<file path="src/rtl/dma_pkg.sv">
// Shared types and constants for the DMA engine: FSM states, widths, write-enable codes.
package dma_pkg;
  localparam int ADDR_W = 15;
  localparam int CNT_W  = 16;

  localparam logic [1:0] WE_WRITE = 2'b11;
  localparam logic [1:0] WE_READ  = 2'b00;

  typedef enum logic [2:0] {
    IDLE,
    WAIT_DEV,
    MEM,
    ACK,
    DONE,
    ERR,
    RELEASE
  } state_t;
endpackage

</file>
<file path="src/rtl/dma_if.sv">
// Memory-side bus of the DMA engine. master = engine, slave = memory.
interface dma_if;
  import dma_pkg::*;

  logic [ADDR_W-1:0] mem_addr;
  logic              mem_en;
  logic [1:0]        mem_we;
  logic [15:0]       mem_dout;
  logic [15:0]       mem_din;
  logic              mem_ready;
  logic              mem_resp;

  modport master (
    output mem_addr, mem_en, mem_we, mem_dout,
    input  mem_din, mem_ready, mem_resp
  );

  modport slave (
    input  mem_addr, mem_en, mem_we, mem_dout,
    output mem_din, mem_ready, mem_resp
  );
endinterface

</file>
<file path="src/rtl/dma_mem_port.sv">
// Memory access port: launches one access per 'issue', holds en/addr/we until
// the memory answers or the wait budget runs out, and decodes the outcome.
module dma_mem_port
  import dma_pkg::*;
#(
  parameter int TIMEOUT_CYC = 256
) (
  input  logic              clk,
  input  logic              reset,
  input  logic              issue,
  input  logic              write,
  input  logic [ADDR_W-1:0] addr,
  input  logic [15:0]       wdata,
  output logic              acc_done,
  output logic              acc_err,
  dma_if.master             mem
);
  localparam logic [15:0] TO_LAST = 16'(TIMEOUT_CYC - 1);

  logic              en;
  logic [1:0]        we;
  logic [ADDR_W-1:0] addr_q;
  logic [15:0]       tcnt;
  logic              timeout;

  // Last allowed waiting cycle without ready ends the access as an error.
  assign timeout  = en && !mem.mem_ready && (tcnt == TO_LAST);
  assign acc_done = en && mem.mem_ready && !mem.mem_resp;
  assign acc_err  = en && ((mem.mem_ready && mem.mem_resp) || timeout);

  // Access hold registers and wait counter; async reset drops mem_en at once.
  always_ff @(posedge clk or posedge reset) begin
    if (reset) begin
      en     <= 1'b0;
      we     <= WE_READ;
      addr_q <= '0;
      tcnt   <= '0;
    end else if (issue) begin
      en     <= 1'b1;
      we     <= write ? WE_WRITE : WE_READ;
      addr_q <= addr;
      tcnt   <= '0;
    end else if (en && (mem.mem_ready || timeout)) begin
      en     <= 1'b0;
      we     <= WE_READ;
      tcnt   <= '0;
    end else if (en) begin
      tcnt   <= tcnt + 16'd1;
    end
  end

  assign mem.mem_en   = en;
  assign mem.mem_we   = we;
  assign mem.mem_addr = addr_q;
  assign mem.mem_dout = wdata;
endmodule

</file>
<file path="src/rtl/dma_engine.sv">
// Single-channel word DMA between a request/ack device and a ready/resp memory.
// Optional macro DMA_BOUNDS_CHECK_EN: stepping past word address 0x7FFF with
// words still left is an error instead of a silent wrap to 0.
module dma_engine
  import dma_pkg::*;
#(
  parameter int TIMEOUT_CYC = 256
) (
  input  logic        clk,
  input  logic        reset,
  input  logic        dma_rqst,
  input  logic        dma_rd_wr,
  input  logic [15:0] dma_start_address,
  input  logic [15:0] dma_num_words,
  input  logic        dev_ack,
  input  logic [15:0] dev_out,
  output logic [15:0] dev_in,
  output logic        dma_ack,
  output logic        dma_end_flag,
  output logic        dma_error_flag,
  output logic        busy,
  dma_if.master       mem
);
  state_t            state, next;
  logic [ADDR_W-1:0] addr;
  logic [CNT_W-1:0]  cnt;
  logic              rd;
  logic              abort_q;
  logic [15:0]       wdata;
  logic              issue;
  logic              acc_done, acc_err;
  logic              wrap_err;
  logic              addr_lsb_unused;

  // Byte address bit 0 has no meaning for word transfers.
  assign addr_lsb_unused = dma_start_address[0];

`ifdef DMA_BOUNDS_CHECK_EN
  assign wrap_err = (addr == '1);
`else
  assign wrap_err = 1'b0;
`endif

  dma_mem_port #(.TIMEOUT_CYC(TIMEOUT_CYC)) u_port (
    .clk      (clk),
    .reset    (reset),
    .issue    (issue),
    .write    (!rd),
    .addr     (addr),
    .wdata    (wdata),
    .acc_done (acc_done),
    .acc_err  (acc_err),
    .mem      (mem)
  );

  // Next-state and access launch; dev_ack is only looked at in WAIT_DEV.
  always_comb begin
    next  = state;
    issue = 1'b0;
    case (state)
      IDLE:     if (dma_rqst) next = (dma_num_words == '0) ? DONE : WAIT_DEV;
      WAIT_DEV: if (!dma_rqst) next = IDLE;
                else if (dev_ack) begin
                  next  = MEM;
                  issue = 1'b1;
                end
      MEM:      if (acc_done || acc_err)
                  next = (abort_q || !dma_rqst) ? IDLE : (acc_err ? ERR : ACK);
      ACK:      if (cnt == CNT_W'(1)) next = DONE;
                else if (wrap_err)    next = ERR;
                else                  next = WAIT_DEV;
      DONE:     next = RELEASE;
      ERR:      next = RELEASE;
      RELEASE:  if (!dma_rqst) next = IDLE;
      default:  next = IDLE;
    endcase
  end

  // State, transfer bookkeeping and data registers.
  always_ff @(posedge clk or posedge reset) begin
    if (reset) begin
      state   <= IDLE;
      addr    <= '0;
      cnt     <= '0;
      rd      <= 1'b0;
      abort_q <= 1'b0;
      wdata   <= '0;
      dev_in  <= '0;
    end else begin
      state   <= next;
      // A dropped request during an access is remembered until it completes.
      abort_q <= (state == MEM && next == MEM) ? (abort_q | !dma_rqst) : 1'b0;
      case (state)
        IDLE: if (dma_rqst) begin
          addr <= dma_start_address[15:1];
          cnt  <= dma_num_words;
          rd   <= dma_rd_wr;
        end
        WAIT_DEV: if (issue && !rd) wdata <= dev_out;
        MEM:      if (acc_done && rd) dev_in <= mem.mem_din;
        ACK: begin
          addr <= addr + 1'b1;
          cnt  <= cnt - 1'b1;
        end
        default: ;
      endcase
    end
  end

  assign dma_ack        = (state == ACK);
  assign dma_end_flag   = (state == DONE);
  assign dma_error_flag = (state == ERR);
  assign busy           = (state != IDLE);
endmodule

</file>
<file path="src/flat_wrapper.sv">
// flat-port wrapper written by rule: the top's interface ports become plain ports
module dma_engine_flat import dma_pkg::*;
#(
  parameter int TIMEOUT_CYC = 256
)
  (clk, reset, dma_rqst, dma_rd_wr, dma_start_address, dma_num_words, dev_ack, dev_out, dev_in, dma_ack, dma_end_flag, dma_error_flag, busy, mem_mem_addr, mem_mem_en, mem_mem_we, mem_mem_dout, mem_mem_din, mem_mem_ready, mem_mem_resp);
  dma_if mem_i ();
  input  logic clk;
  input  logic reset;
  input  logic dma_rqst;
  input  logic dma_rd_wr;
  input  logic [15:0] dma_start_address;
  input  logic [15:0] dma_num_words;
  input  logic dev_ack;
  input  logic [15:0] dev_out;
  output logic [15:0] dev_in;
  output logic dma_ack;
  output logic dma_end_flag;
  output logic dma_error_flag;
  output logic busy;
  output wire logic [$bits(mem_i.mem_addr)-1:0] mem_mem_addr;
  output wire logic [$bits(mem_i.mem_en)-1:0] mem_mem_en;
  output wire logic [$bits(mem_i.mem_we)-1:0] mem_mem_we;
  output wire logic [$bits(mem_i.mem_dout)-1:0] mem_mem_dout;
  input wire logic [$bits(mem_i.mem_din)-1:0] mem_mem_din;
  input wire logic [$bits(mem_i.mem_ready)-1:0] mem_mem_ready;
  input wire logic [$bits(mem_i.mem_resp)-1:0] mem_mem_resp;
  assign mem_mem_addr = mem_i.mem_addr;
  assign mem_mem_en = mem_i.mem_en;
  assign mem_mem_we = mem_i.mem_we;
  assign mem_mem_dout = mem_i.mem_dout;
  assign mem_i.mem_din = mem_mem_din;
  assign mem_i.mem_ready = mem_mem_ready;
  assign mem_i.mem_resp = mem_mem_resp;
  dma_engine #(.TIMEOUT_CYC(TIMEOUT_CYC)) u_core (.clk(clk), .reset(reset), .dma_rqst(dma_rqst), .dma_rd_wr(dma_rd_wr), .dma_start_address(dma_start_address), .dma_num_words(dma_num_words), .dev_ack(dev_ack), .dev_out(dev_out), .dev_in(dev_in), .dma_ack(dma_ack), .dma_end_flag(dma_end_flag), .dma_error_flag(dma_error_flag), .busy(busy), .mem(mem_i));
endmodule
</file>
<file path="config.mk">
export PLATFORM = sky130hd
export DESIGN_NAME = dma_engine_flat
export DESIGN_NICKNAME = d
export VERILOG_FILES = /design/src/rtl/dma_pkg.sv /design/src/rtl/dma_if.sv /design/src/rtl/dma_mem_port.sv /design/src/rtl/dma_engine.sv /design/src/flat_wrapper.sv
export SDC_FILE = /design/constraint.sdc
export NUM_CORES = 1
export LEC_CHECK = 0
export BUFFER_PORTS_ARGS = -buffer_cell sky130_fd_sc_hd__buf_2
export CORE_ASPECT_RATIO = 0.8
export CORE_MARGIN = 2
export CORE_UTILIZATION = 25
export CTS_CLUSTER_DIAMETER = 30
export DETAILED_ROUTE_END_ITERATION = 6
export GPL_TIMING_DRIVEN = 0
export HOLD_SLACK_MARGIN = 0.08
export PLACE_DENSITY = 0.48
export SLEW_MARGIN = 20
export SYNTH_ARGS = -nofsm -noshare
export SYNTH_HDL_FRONTEND = slang
export SYNTH_HIERARCHICAL = 1
export SYNTH_SLANG_ARGS = --single-unit
</file>
<file path="constraint.sdc">
create_clock -name clk -period 3.15 [get_ports clk]
set_clock_uncertainty 0.2 [all_clocks]
set_input_delay 0.1575 -clock clk [delete_from_list [all_inputs] [get_ports clk]]
set_output_delay 0.1575 -clock clk [all_outputs]
set_load 0.02 [all_outputs]
</file>
==> metrics <==
status finished clean; synthesis warning total 6; FF+latch area 2530 µm²; Crit Path Max Fanout 6; dpl cells 860; Final min period approximately 3.0 ns; Post-DRT Antenna Nets 0; Pint 3.45 mW; Synth area leader dfrtp_1; first-pass GRT wire length 23100 µm; Peak Freq 0.335 GHz; most common cell after layout, fill and taps aside buf_2; Mapped Cells 472; Sequential Power Share 0.393; htree depth 3; Final Non-Filler Cells 949; Worst-Skew Late Latency 0.36 ns; most used cell, CP nor2_1; CORE AREA 20000 µm²; Post-synth EDFFs 0; Clock transition at path regs 0.08 ns; layout cell share with drive strength beyond 1 0.364; gr usage total 0.135; Post-synth top flop dfrtp_1; CP Class flip-flop to flip-flop; Logic pwr share 0.403; top post-synthesis cells by area dfrtp_1, mux2_2, nand2_1; Final setup viols 0; Root Driver clkbuf_16; Pre-antenna DRT Iters 4; Starting Density 0.257; # rows 46; I/O pin cnt 125; Sw Share 0.389; TNS Setup 0 ns; Max-Cap Viols 0; actual slew at the worst max-slew pin around 0.7 ns; Worst path top cell family by delay simple AND/OR/NAND/NOR gates; fillers ~2100; Syn-to-layout area delta 38.9%; worst-case clock buffer depth 2; Worst Setup End Kind flip-flop; Final Wtd Congestion 0.795; maximum VDD drop 314 µV; Final Hold Viols 0; CTS tree built; unrepaired setup endpoints after global routing false; DIE AREA 21800 µm²; routed length per instance 15.4 µm; nets around 760; Net Count, Synth 547; sw power 2.20 mW; Req. time, crit path 3.24 ns; initial antenna violation count 0; fin. max-slew vios 0; multi-input logic area around 2300 µm²; crit share post-route 0.947; Buf/Inv on CP 2; vias in the first global route 4406; grt ovf 0; via count 4467; largest net degree at the start of global routing 43; drc violations 0; Syn Area/Cell 10.9 µm²; Via density 4.71; CP cell instances or4_1, nor4_4, buf_4, mux2i_1, nor2b_1, nor2_1, nor2_1, a222oi_1, o211ai_1, dlygate4sd3_1; HPWL after DPL 10800 µm; power density over the cells 791 nW/µm²; port bufs 123; count of cell types in the netlist 71; Crit-path slowest cell or4_1; worst rel slew slack 0.523; # diodes 0; most frequent cells in the layout buf_2, dfrtp_1, dlygate4sd3_1; Mapped Area just over 5000 µm²; DP Area 6110 µm²; Data arrival, critical path 3.08 ns; #FFs+latches synth 101; Worst Hold Class input pin to async pin; Clock power frac 0.204; crit start category flip-flop; number of DRC markers in iteration 0 196; Finished Cell Area roughly 7000 µm²; PnR Total Power 5.65 mW; fraction of registers with async set/reset 1.00; Post-Route WL approximately 15000 µm; Num Clock Sinks 101; Num CTS Buffers 9; Worst path max stage delay between 0.5 and 0.6 ns; die span in x 164 µm; P_leak 3.26 nW; part of the Yosys area used for sequential elements 0.491; fin util 0.357; top-area cell type share of the netlist area 0.491; Die Y 132 µm
-- worst reg2reg max path, delay by kind of cell (launching register included) --
| family | cells | cell delay [ns] |
|---|---|---|
| and+or+nand+nor | 5 | 1.27 |
| buffers and inverters | 2 | 0.75 |
| muxes | 1 | 0.08 |
| DFF | 1 | 0.43 |
| AOI/OAI and AO/OA | 2 | 0.18 |
-- timing repair --
| action | in CTS | in global routing |
|---|---|---|
| hold buffers | 71 | 0 |
| endpoints found under the setup margin | 0 | 1 |
| gates resized for setup | 0 | 0 |
| buffers inserted | 0 | 2 |
| hold endpoints to repair | 170 | 0 |
-- cells in the mapped netlist, types with 3 or more instances --
cell        n
dfrtp_1   101
mux2_2     47
nand2_1    42
nor2_1     24
nand3_1    22
buf_4      20
o21ai_0    18
a21oi_1    12
inv_1      12
nand4_1    11
o211ai_1   11
buf_2      10
a31oi_1     8
nor3_1      7
nor4_1      7
o311ai_0    7
and3_1      5
or3_1       5
buf_6       4
ha_1        4
mux2i_1     4
o31ai_1     4
or4_1       4
a211oi_1    3
a221o_1     3
a22o_1      3
a41oi_1     3
and4_1      3
nand2b_1    3
nor2b_1     3
nor4_4      3
o21ai_1     3
o22ai_1     3
or3_2       3
xor2_1      3
-- cell families (layout without fill, tap and decap cells) --
family / after synthesis / after routing / synth area share
multiplexers: 51 / 51 / 0.111
XOR/XNOR: 4 / 4 / 0.00681
AO/OA/AOI/OAI: 92 / 92 / 0.124
adder cells (fa/ha/maj): 4 / 4 / 0.00973
flip-flops: 101 / 101 / 0.491
AND/OR/NAND/NOR: 168 / 168 / 0.195
buffers and inverters: 52 / 265 / 0.0627
-- per-stage QoR --
stage | hold slack, ns | worst slack [ns]
final | 0.152 | 0.166
after global routing | 0.183 | 0.0262
after CTS | 0.153 | 0.0907
after detailed placement | -0.00363 | 0.517
after global placement | 0.190 | 0.0441
after floorplan | 0.0732 | 0.709
-- state kept, by name, indices dropped and copies added (netlist names), 3 cells and up --
signal / cells
u_core/addr: 15
u_core/cnt: 16
u_core/dev_in: 16
u_core/state: 3
u_core/u_port/mem.mem_addr: 15
u_core/u_port/tcnt: 16
u_core/wdata: 16
-- power groups by stage --
stage                     clock, mW  sequential, mW  combinational, mW
final                          1.15            2.22               2.28
after global routing           1.27            2.31               2.49
after CTS                      1.20            2.22               2.31
after detailed placement          0            2.24               2.22
after global placement            0            2.22               2.18
after floorplan                   0            2.30               1.42
-- per-layer routing --
metal / vias to the layer above / GRT usage / share of wire
li1: 2168 / - / -
met1: 2164 / 0.179 / 0.48
met4: 0 / 0.0415 / 0.015
met3: 13 / 0.0346 / 0.051
met2: 122 / 0.217 / 0.45
met5: - / 0 / 0
-- path summary, 6_finish.rpt --
check                                            start                     end  slack (ns)  cells after the start
worst max-delay path             u_core/u_port/tcnt[8]         u_core/state[0]        0.17                     10
worst min-delay path                             reset         u_core/addr[10]        0.15                      3
worst max register to register   u_core/u_port/tcnt[8]         u_core/state[0]        0.17                     10
worst min register to register  u_core/u_port/tcnt[15]  u_core/u_port/tcnt[15]        0.29                      1
max in group asynchronous                        reset  u_core/u_port/tcnt[14]        1.99                      3
min in group clk                u_core/u_port/tcnt[15]  u_core/u_port/tcnt[15]        0.29                      1
-- final cells by class --
class,instances,share of cell area
flip-flops and latches,101,0.354
multi-input cells,319,0.321
repair buffers,197,0.191
well taps,264,0.0462
plain buffers,39,0.0384
clock buffers,9,0.0315
clock inverters,7,0.0112
inverters,13,0.00718
Note: power is estimated with default switching activity, not from simulation.
